<file path="src/rtl/uart_pkg.sv">
// ---------------------------------------------------------------------------
// uart_pkg
// Shared UART definitions: default frame geometry and the RX/TX state
// encodings used by the echo responder (and the existing UART).
// State literals carry RX_/TX_ prefixes because both enums live in the
// same package scope and would otherwise collide.
// ---------------------------------------------------------------------------
package uart_pkg;

    localparam int WORD_SIZE   = 8;   // data bits per frame
    localparam int PULSE_WIDTH = 4;   // clk cycles per bit, even and >= 4
    localparam int PACKET_SIZE = 10;  // start + data + stop

    typedef enum logic [2:0] {
        RX_IDLE,
        RX_START,
        RX_DATA,
        RX_STOP,
        RX_WAIT_HIGH
    } rx_state_t;

    typedef enum logic [1:0] {
        TX_IDLE,
        TX_START,
        TX_DATA,
        TX_STOP
    } tx_state_t;

endpackage

</file>
<file path="src/rtl/uart_sync_fifo.sv">
// ---------------------------------------------------------------------------
// uart_sync_fifo
// Small first-word-fall-through circular buffer. rd_data always shows the
// oldest entry, so a consumer can pop and use the word in the same cycle.
// Ports:
//   clk, rstn          clock, asynchronous active-low reset
//   push, wr_data      write request; ignored when full unless popping too
//   pop, rd_data       read request (never issued while empty), head word
//   full, empty, count occupancy flags and entry count
// ---------------------------------------------------------------------------
module uart_sync_fifo #(
    parameter int WORD_SIZE  = 8,
    parameter int FIFO_DEPTH = 4
) (
    input  logic                            clk,
    input  logic                            rstn,
    input  logic                            push,
    input  logic [WORD_SIZE-1:0]            wr_data,
    input  logic                            pop,
    output logic [WORD_SIZE-1:0]            rd_data,
    output logic                            full,
    output logic                            empty,
    output logic [$clog2(FIFO_DEPTH+1)-1:0] count
);

    localparam int AW = $clog2(FIFO_DEPTH);
    localparam int CW = $clog2(FIFO_DEPTH+1);

    logic [WORD_SIZE-1:0] mem [FIFO_DEPTH];
    logic [AW-1:0]        wr_ptr_reg;
    logic [AW-1:0]        rd_ptr_reg;
    logic [CW-1:0]        count_reg;
    logic                 wr_en;
    logic                 rd_en;

    assign full    = (count_reg == CW'(FIFO_DEPTH));
    assign empty   = (count_reg == '0);
    assign count   = count_reg;
    assign rd_data = mem[rd_ptr_reg];

    // A pop frees the head slot in the same cycle, so push-while-full is
    // accepted when paired with a pop.
    assign wr_en = push && (!full || pop);
    assign rd_en = pop && !empty;

    always_ff @(posedge clk) begin
        if (wr_en) begin
            mem[wr_ptr_reg] <= wr_data;
        end
    end

    // Pointers are exactly log2(depth) wide, so wrap-around is free.
    always_ff @(posedge clk or negedge rstn) begin
        if (!rstn) begin
            wr_ptr_reg <= '0;
            rd_ptr_reg <= '0;
            count_reg  <= '0;
        end else begin
            if (wr_en) wr_ptr_reg <= wr_ptr_reg + AW'(1);
            if (rd_en) rd_ptr_reg <= rd_ptr_reg + AW'(1);
            case ({wr_en, rd_en})
                2'b10:   count_reg <= count_reg + CW'(1);
                2'b01:   count_reg <= count_reg - CW'(1);
                default: count_reg <= count_reg;
            endcase
        end
    end

endmodule

</file>
<file path="src/rtl/uart_echo_responder.sv">
// ---------------------------------------------------------------------------
// uart_echo_responder
// Loopback end of the UART link: deserializes frames from rx (mid-bit
// sampling), buffers good words in a FIFO and reserializes them on tx.
// Ports:
//   clk, rstn   clock, asynchronous active-low reset
//   rx          serial input (idle high, asynchronous to clk)
//   echo_en     1 = drain the FIFO onto tx, 0 = hold words
//   tx          serial output (idle high, registered)
//   rx_word     last correctly framed word; rx_valid pulses on update
//   frame_err   one-cycle pulse when a stop bit is sampled low
//   overflow    sticky: a received word was dropped on a full FIFO
//   fifo_count  FIFO occupancy
// ---------------------------------------------------------------------------
module uart_echo_responder
    import uart_pkg::*;
#(
    parameter int WORD_SIZE   = uart_pkg::WORD_SIZE,
    parameter int PULSE_WIDTH = uart_pkg::PULSE_WIDTH,
    parameter int PACKET_SIZE = uart_pkg::PACKET_SIZE,
    parameter int FIFO_DEPTH  = 4
) (
    input  logic                            clk,
    input  logic                            rstn,
    input  logic                            rx,
    input  logic                            echo_en,
    output logic                            tx,
    output logic [WORD_SIZE-1:0]            rx_word,
    output logic                            rx_valid,
    output logic                            frame_err,
    output logic                            overflow,
    output logic [$clog2(FIFO_DEPTH+1)-1:0] fifo_count
);

    localparam int CW = $clog2(PULSE_WIDTH);
    localparam int BW = $clog2(WORD_SIZE);
    localparam logic [CW-1:0] CNT_LAST = CW'(PULSE_WIDTH - 1);
    localparam logic [CW-1:0] CNT_HALF = CW'(PULSE_WIDTH/2 - 1);
    localparam logic [BW-1:0] BIT_LAST = BW'(WORD_SIZE - 1);

    // ---------------- input synchronizer ----------------
    logic rx_meta_reg;
    logic rx_s_reg;

    always_ff @(posedge clk or negedge rstn) begin
        if (!rstn) begin
            rx_meta_reg <= 1'b1;
            rx_s_reg    <= 1'b1;
        end else begin
            rx_meta_reg <= rx;
            rx_s_reg    <= rx_meta_reg;
        end
    end

    // ---------------- RX FSM ----------------
    rx_state_t            rx_state_reg, rx_state_next;
    logic [CW-1:0]        rx_cnt_reg, rx_cnt_next;
    logic [BW-1:0]        rx_bit_reg, rx_bit_next;
    logic [WORD_SIZE-1:0] rx_shift_reg, rx_shift_next;
    logic [WORD_SIZE-1:0] rx_word_reg, rx_word_next;
    logic                 rx_valid_reg, rx_valid_next;
    logic                 frame_err_reg, frame_err_next;

    always_comb begin
        rx_state_next  = rx_state_reg;
        rx_cnt_next    = rx_cnt_reg;
        rx_bit_next    = rx_bit_reg;
        rx_shift_next  = rx_shift_reg;
        rx_word_next   = rx_word_reg;
        rx_valid_next  = 1'b0;
        frame_err_next = 1'b0;
        case (rx_state_reg)
            RX_IDLE: begin
                if (!rx_s_reg) begin
                    rx_state_next = RX_START;
                    rx_cnt_next   = '0;
                    rx_bit_next   = '0;
                end
            end
            RX_START: begin
                // Half a bit in: a line that is high again was a glitch.
                if (rx_cnt_reg == CNT_HALF) begin
                    rx_cnt_next   = '0;
                    rx_state_next = rx_s_reg ? RX_IDLE : RX_DATA;
                end else begin
                    rx_cnt_next = rx_cnt_reg + CW'(1);
                end
            end
            RX_DATA: begin
                if (rx_cnt_reg == CNT_LAST) begin
                    rx_cnt_next   = '0;
                    rx_shift_next = {rx_s_reg, rx_shift_reg[WORD_SIZE-1:1]};
                    if (rx_bit_reg == BIT_LAST) begin
                        rx_state_next = RX_STOP;
                    end else begin
                        rx_bit_next = rx_bit_reg + BW'(1);
                    end
                end else begin
                    rx_cnt_next = rx_cnt_reg + CW'(1);
                end
            end
            RX_STOP: begin
                if (rx_cnt_reg == CNT_LAST) begin
                    rx_cnt_next = '0;
                    if (rx_s_reg) begin
                        rx_valid_next = 1'b1;
                        rx_word_next  = rx_shift_reg;
                        rx_state_next = RX_IDLE;
                    end else begin
                        frame_err_next = 1'b1;
                        rx_state_next  = RX_WAIT_HIGH;
                    end
                end else begin
                    rx_cnt_next = rx_cnt_reg + CW'(1);
                end
            end
            RX_WAIT_HIGH: begin
                // A stuck-low line must not be parsed as a fresh start bit.
                if (rx_s_reg) rx_state_next = RX_IDLE;
            end
            default: rx_state_next = RX_IDLE;
        endcase
    end

    always_ff @(posedge clk or negedge rstn) begin
        if (!rstn) begin
            rx_state_reg  <= RX_IDLE;
            rx_cnt_reg    <= '0;
            rx_bit_reg    <= '0;
            rx_shift_reg  <= '0;
            rx_word_reg   <= '0;
            rx_valid_reg  <= 1'b0;
            frame_err_reg <= 1'b0;
        end else begin
            rx_state_reg  <= rx_state_next;
            rx_cnt_reg    <= rx_cnt_next;
            rx_bit_reg    <= rx_bit_next;
            rx_shift_reg  <= rx_shift_next;
            rx_word_reg   <= rx_word_next;
            rx_valid_reg  <= rx_valid_next;
            frame_err_reg <= frame_err_next;
        end
    end

    // ---------------- echo FIFO ----------------
    logic [WORD_SIZE-1:0] fifo_rd_data;
    logic                 fifo_full;
    logic                 fifo_empty;
    logic                 tx_pop;
    logic                 overflow_reg;

    // The valid pulse doubles as the push strobe, so the word lands in the
    // FIFO one cycle after rx_word updates.
    uart_sync_fifo #(
        .WORD_SIZE  (WORD_SIZE),
        .FIFO_DEPTH (FIFO_DEPTH)
    ) u_fifo (
        .clk     (clk),
        .rstn    (rstn),
        .push    (rx_valid_reg),
        .wr_data (rx_word_reg),
        .pop     (tx_pop),
        .rd_data (fifo_rd_data),
        .full    (fifo_full),
        .empty   (fifo_empty),
        .count   (fifo_count)
    );

    always_ff @(posedge clk or negedge rstn) begin
        if (!rstn) begin
            overflow_reg <= 1'b0;
        end else if (rx_valid_reg && fifo_full && !tx_pop) begin
            overflow_reg <= 1'b1;
        end
    end

    // ---------------- TX FSM ----------------
    // The whole frame (start, data, stop) is loaded into one shifter that
    // fills with ones, so tx is always frame[0] and idles high naturally.
    tx_state_t              tx_state_reg, tx_state_next;
    logic [CW-1:0]          tx_cnt_reg, tx_cnt_next;
    logic [BW-1:0]          tx_bit_reg, tx_bit_next;
    logic [PACKET_SIZE-1:0] tx_frame_reg, tx_frame_next;
    logic                   tx_reg;

    always_comb begin
        tx_state_next = tx_state_reg;
        tx_cnt_next   = tx_cnt_reg;
        tx_bit_next   = tx_bit_reg;
        tx_frame_next = tx_frame_reg;
        tx_pop        = 1'b0;
        case (tx_state_reg)
            TX_IDLE: begin
                if (echo_en && !fifo_empty) begin
                    tx_pop        = 1'b1;
                    tx_frame_next = {1'b1, fifo_rd_data, 1'b0};
                    tx_cnt_next   = '0;
                    tx_state_next = TX_START;
                end
            end
            TX_START: begin
                if (tx_cnt_reg == CNT_LAST) begin
                    tx_cnt_next   = '0;
                    tx_bit_next   = '0;
                    tx_frame_next = {1'b1, tx_frame_reg[PACKET_SIZE-1:1]};
                    tx_state_next = TX_DATA;
                end else begin
                    tx_cnt_next = tx_cnt_reg + CW'(1);
                end
            end
            TX_DATA: begin
                if (tx_cnt_reg == CNT_LAST) begin
                    tx_cnt_next   = '0;
                    tx_frame_next = {1'b1, tx_frame_reg[PACKET_SIZE-1:1]};
                    if (tx_bit_reg == BIT_LAST) begin
                        tx_state_next = TX_STOP;
                    end else begin
                        tx_bit_next = tx_bit_reg + BW'(1);
                    end
                end else begin
                    tx_cnt_next = tx_cnt_reg + CW'(1);
                end
            end
            TX_STOP: begin
                if (tx_cnt_reg == CNT_LAST) begin
                    tx_cnt_next   = '0;
                    tx_state_next = TX_IDLE;
                end else begin
                    tx_cnt_next = tx_cnt_reg + CW'(1);
                end
            end
            default: tx_state_next = TX_IDLE;
        endcase
    end

    always_ff @(posedge clk or negedge rstn) begin
        if (!rstn) begin
            tx_state_reg <= TX_IDLE;
            tx_cnt_reg   <= '0;
            tx_bit_reg   <= '0;
            tx_frame_reg <= '1;
            tx_reg       <= 1'b1;
        end else begin
            tx_state_reg <= tx_state_next;
            tx_cnt_reg   <= tx_cnt_next;
            tx_bit_reg   <= tx_bit_next;
            tx_frame_reg <= tx_frame_next;
            tx_reg       <= tx_frame_next[0];
        end
    end

    assign tx        = tx_reg;
    assign rx_word   = rx_word_reg;
    assign rx_valid  = rx_valid_reg;
    assign frame_err = frame_err_reg;
    assign overflow  = overflow_reg;

endmodule

</file>
<file path="config.mk">
export PLATFORM = sky130hd
export DESIGN_NAME = uart_echo_responder
export DESIGN_NICKNAME = d
export VERILOG_FILES = /design/src/rtl/uart_pkg.sv /design/src/rtl/uart_sync_fifo.sv /design/src/rtl/uart_echo_responder.sv
export SDC_FILE = /design/constraint.sdc
export NUM_CORES = 1
export LEC_CHECK = 0
export BUFFER_PORTS_ARGS = -buffer_cell sky130_fd_sc_hd__buf_2
export CORE_UTILIZATION = 40
export CTS_CLUSTER_DIAMETER = 40
export DETAILED_ROUTE_END_ITERATION = 8
export SLEW_MARGIN = 10
export SYNTH_ARGS = -nofsm -noshare
export SYNTH_HDL_FRONTEND = slang
export SYNTH_HIERARCHICAL = 1
export SYNTH_SLANG_ARGS = --single-unit
</file>
<file path="constraint.sdc">
create_clock -name clk -period 2.13 [get_ports clk]
set_input_delay 0.1065 -clock clk [delete_from_list [all_inputs] [get_ports clk]]
set_output_delay 0.1065 -clock clk [all_outputs]
set_load 0.005 [all_outputs]
</file>
==> summary.txt <==
CTS
  – H-Tree Level Count: 3
  – Clk slew on worst S/H paths: 0.09 ns
  – CTS Root Buffer Type: clkbuf_8
  – Clk_lat worst skew: 0.36 ns
  – CTS tree: built
  – Clock Sinks: between 80 and 90
  – Clk buf depth: 2
  – Total CTS buffers: 9

Power
  – Switching power: slightly below 2 mW
  – Internal power: 3.96 mW
  – Power Density: 1320 mW/mm²
  – Clk pwr share: 0.177
  – Sequential Power Share: 0.409
  – Max VDD drop: 0.598 mV
  – Combinational share of power: 0.415
  – Leak Pwr: 1.97 nW
  – Sw frac: 0.328
  – Power Total: 5.88 mW

Worst setup path
  – CP Capture Point: u_fifo/count[2]
  – Critical path origin: u_fifo/count[0]
  – Setup crit start kind: register
  – Crit end category: register
  – Worst reg2reg path endpoint: u_fifo/count[2]
  – R2R depth: 9
  – Crit path DAT: 2.40 ns
  – Critical Path RT: 2.41 ns
  – WS Path Type: register to register
  – R2r startpoint: u_fifo/count[0]
  – Largest fanout on the critical path: 4
  – Setup slack, reg-to-reg: between 0.015 and 0.02 ns

Routing
  – Via density per instance: 4.75
  – DRT antenna net count: 0
  – Total iterations of the first detailed-routing run: 4
  – Vias: between 2k and 2.5k
  – Initial DRC Count: 129
  – WL/cell: 14.1 µm
  – Post-route DRC: 0
  – Detailed Route WL: 5980 µm

STA
  – Final Max Slew Viols: 0
  – Max Fclk: about 0.47 GHz
  – Post-route worst hold slack: 0.128 ns
  – Slew headroom: 0.558
  – Fin crit share: 0.992
  – Final setup violation count: 0
  – Tightest Pin Transition: 0.663 ns
  – Fin. Hold Viols: 0
  – RSZ-0062 raised after global routing: true
  – Worst Skew: 0.0136 ns
  – Post-layout min period: 2.11 ns

Global routing
  – Pin count of the biggest net entering global routing: 53
  – Initial antenna violation count: 0
  – Gr usage total: 0.137
  – Vias in the first global route: 2045
  – Overflow after GRT: 0
  – First-pass GRT wire length: 10300 µm

Die
  – Die Wd: 100 µm
  – Initial Utilization: 0.415
  – IO Pins: 19
  – Die height: roughly 100 µm
  – Die area: about 0.010 mm²
  – FP Rows: 35
  – Core Area: 0.00928 mm²

Cells and area
  – Diodes inserted: 0
  – Biggest register: u_fifo/mem
  – Max reg flops: 32
  – Share of layout cells above drive strength 1: 0.412
  – Fillcell total: 848
  – Layout Nets: 315
  – Area growth syn-to-layout: 15.5%

Synth
  – Post-Synthesis Cells: 251
  – Synth area leaders: dfrtp_1, edfxtp_1, dfstp_2
  – Synth unique cells: 53
  – Syn_nets: about 280
  – Post-synth EDFFs: 32
  – Synth area leader: dfrtp_1
  – Post-Syn Area: 0.00385 mm²
  – Seq/Total Area, Yosys: 0.591
  – Most used flip-flop cell after synthesis: dfrtp_1
  – Synth async-reset ratio: 0.619
  – Yosys warns: 6
  – Yosys reg bits: 84
  – Share of the synthesized area in the top cell type: 0.267
  – Syn avg cell area: 15.3 µm²

Place
  – Detailed placement HPWL: about 4000 µm
  – Buffers added on ports: 18
  – Placer Congestion: 0.718

Flow run
  – Maxcap violations: 0

Min path
  – Hold Crit Class: input port to register
  – WHS Path Cells: 4

Status
  – Status: finished, final reports clean
stage by stage:
stage,instances,setup slack [ns],utilization,TNS (ns),instance area (µm²)
2_1_floorplan,251,0.00905,-,0,3880
3_3_place_gp,404,0.0377,0.452,0,4200
3_5_place_dp,404,0.0137,0.452,0,4200
4_1_cts,422,0.00193,0.474,0,4400
5_1_grt,425,-0.0771,0.479,-0.0771,4450
6_report,425,0.0173,0.479,0,4450
cell type report:
cell class / count / area [µm²] / area share
multi-input combinational: 141 / 1510 / 0.340
sequential: 84 / 2280 / 0.512
clock inverter: 6 / 50.0 / 0.0113
inverter: 18 / 70.1 / 0.0158
tap: 129 / 161 / 0.0363
timing repair buffer: 37 / 250 / 0.0563
clock buffer: 10 / 128 / 0.0287
cell usage after synthesis, types with 2 or more instances:
cell type  number
dfrtp_1        41
edfxtp_1       32
ha_1           19
inv_1          18
mux2_4         16
mux2_2         15
dfstp_2        11
nand2_1        11
mux4_2          8
nor2_1          8
mux2i_1         5
and2_2          4
buf_2           3
mux2_1          3
nor2b_1         3
xnor2_1         3
xor2_1          3
a21oi_1         2
a221o_1         2
a2bb2oi_1       2
a311oi_1        2
clkbuf_1        2
nand2b_1        2
nand3b_1        2
nor3_1          2
o211a_1         2
o21ai_0         2
o21bai_1        2
or2_1           2
routing by layer:
metal / track usage / part of all wire / wire [µm]
met1: 0.176 / 0.47 / 2790
met5: 0 / 0 / 0
met3: 0.0292 / 0.020 / 119
met4: 0.0702 / 0.019 / 116
met2: 0.220 / 0.49 / 2950
worst min path at each step:
stage / start / to / slack (ns)
floorplan: rstn / frame_err / -0.19
global placement: rx / rx_meta_reg / 0.21
CTS: echo_en / overflow / 0.12
global route: echo_en / overflow / 0.13
finish: echo_en / overflow / 0.13
detailed placement: rx / rx_meta_reg / 0.21
kinds of logic after synthesis:
family	synth area share
flops	0.591
mux	0.178
simple gates	0.0650
buf+inv	0.0293
compound gates	0.0553
fa+ha+maj	0.0670
xor+xnor	0.0137
power groups by stage:
stage	logic, mW	registers, mW	clock network [mW]
after floorplan	1.89	2.34	0
after global placement	2.36	2.42	0
after detailed placement	2.41	2.44	0
after CTS	2.43	2.41	1.07
after global routing	2.73	2.47	1.15
final	2.44	2.41	1.04
worst max-delay path, stage by stage, from the launching register on:
cell	delay [ns]
dfrtp_1	0.43
or3b_4	0.42
o21a_4	0.22
inv_4	0.05
ha_4	0.13
inv_2	0.04
fa_2	0.37
xor2_1	0.14
nor2_1	0.11
xor2_1	0.14
layout by cell type, fill, tap and decap left out, types with 3 or more instances in the layout:
master    count
and2_2        4
buf_2        18
xor2_1        3
mux4_2        8
mux2i_1       5
nor2_1        7
mux2_4       16
mux2_1        3
nand2_1      11
dfrtp_1      41
edfxtp_1     32
inv_1        15
xnor2_1       3
buf_4        16
mux2_2       15
nor2b_1       3
dfstp_2      11
clkbuf_8      9
ha_1         17
timing repair:
item / CTS / global route
pin swaps: 0 / 5
hold buffers: 2 / 0
setup buffers: 0 / 3
endpoints found under the setup margin: 1 / 1
resized for setup: 1 / 6
endpoints found under the hold margin: 42 / 0
(Power assumes the default switching activity.)
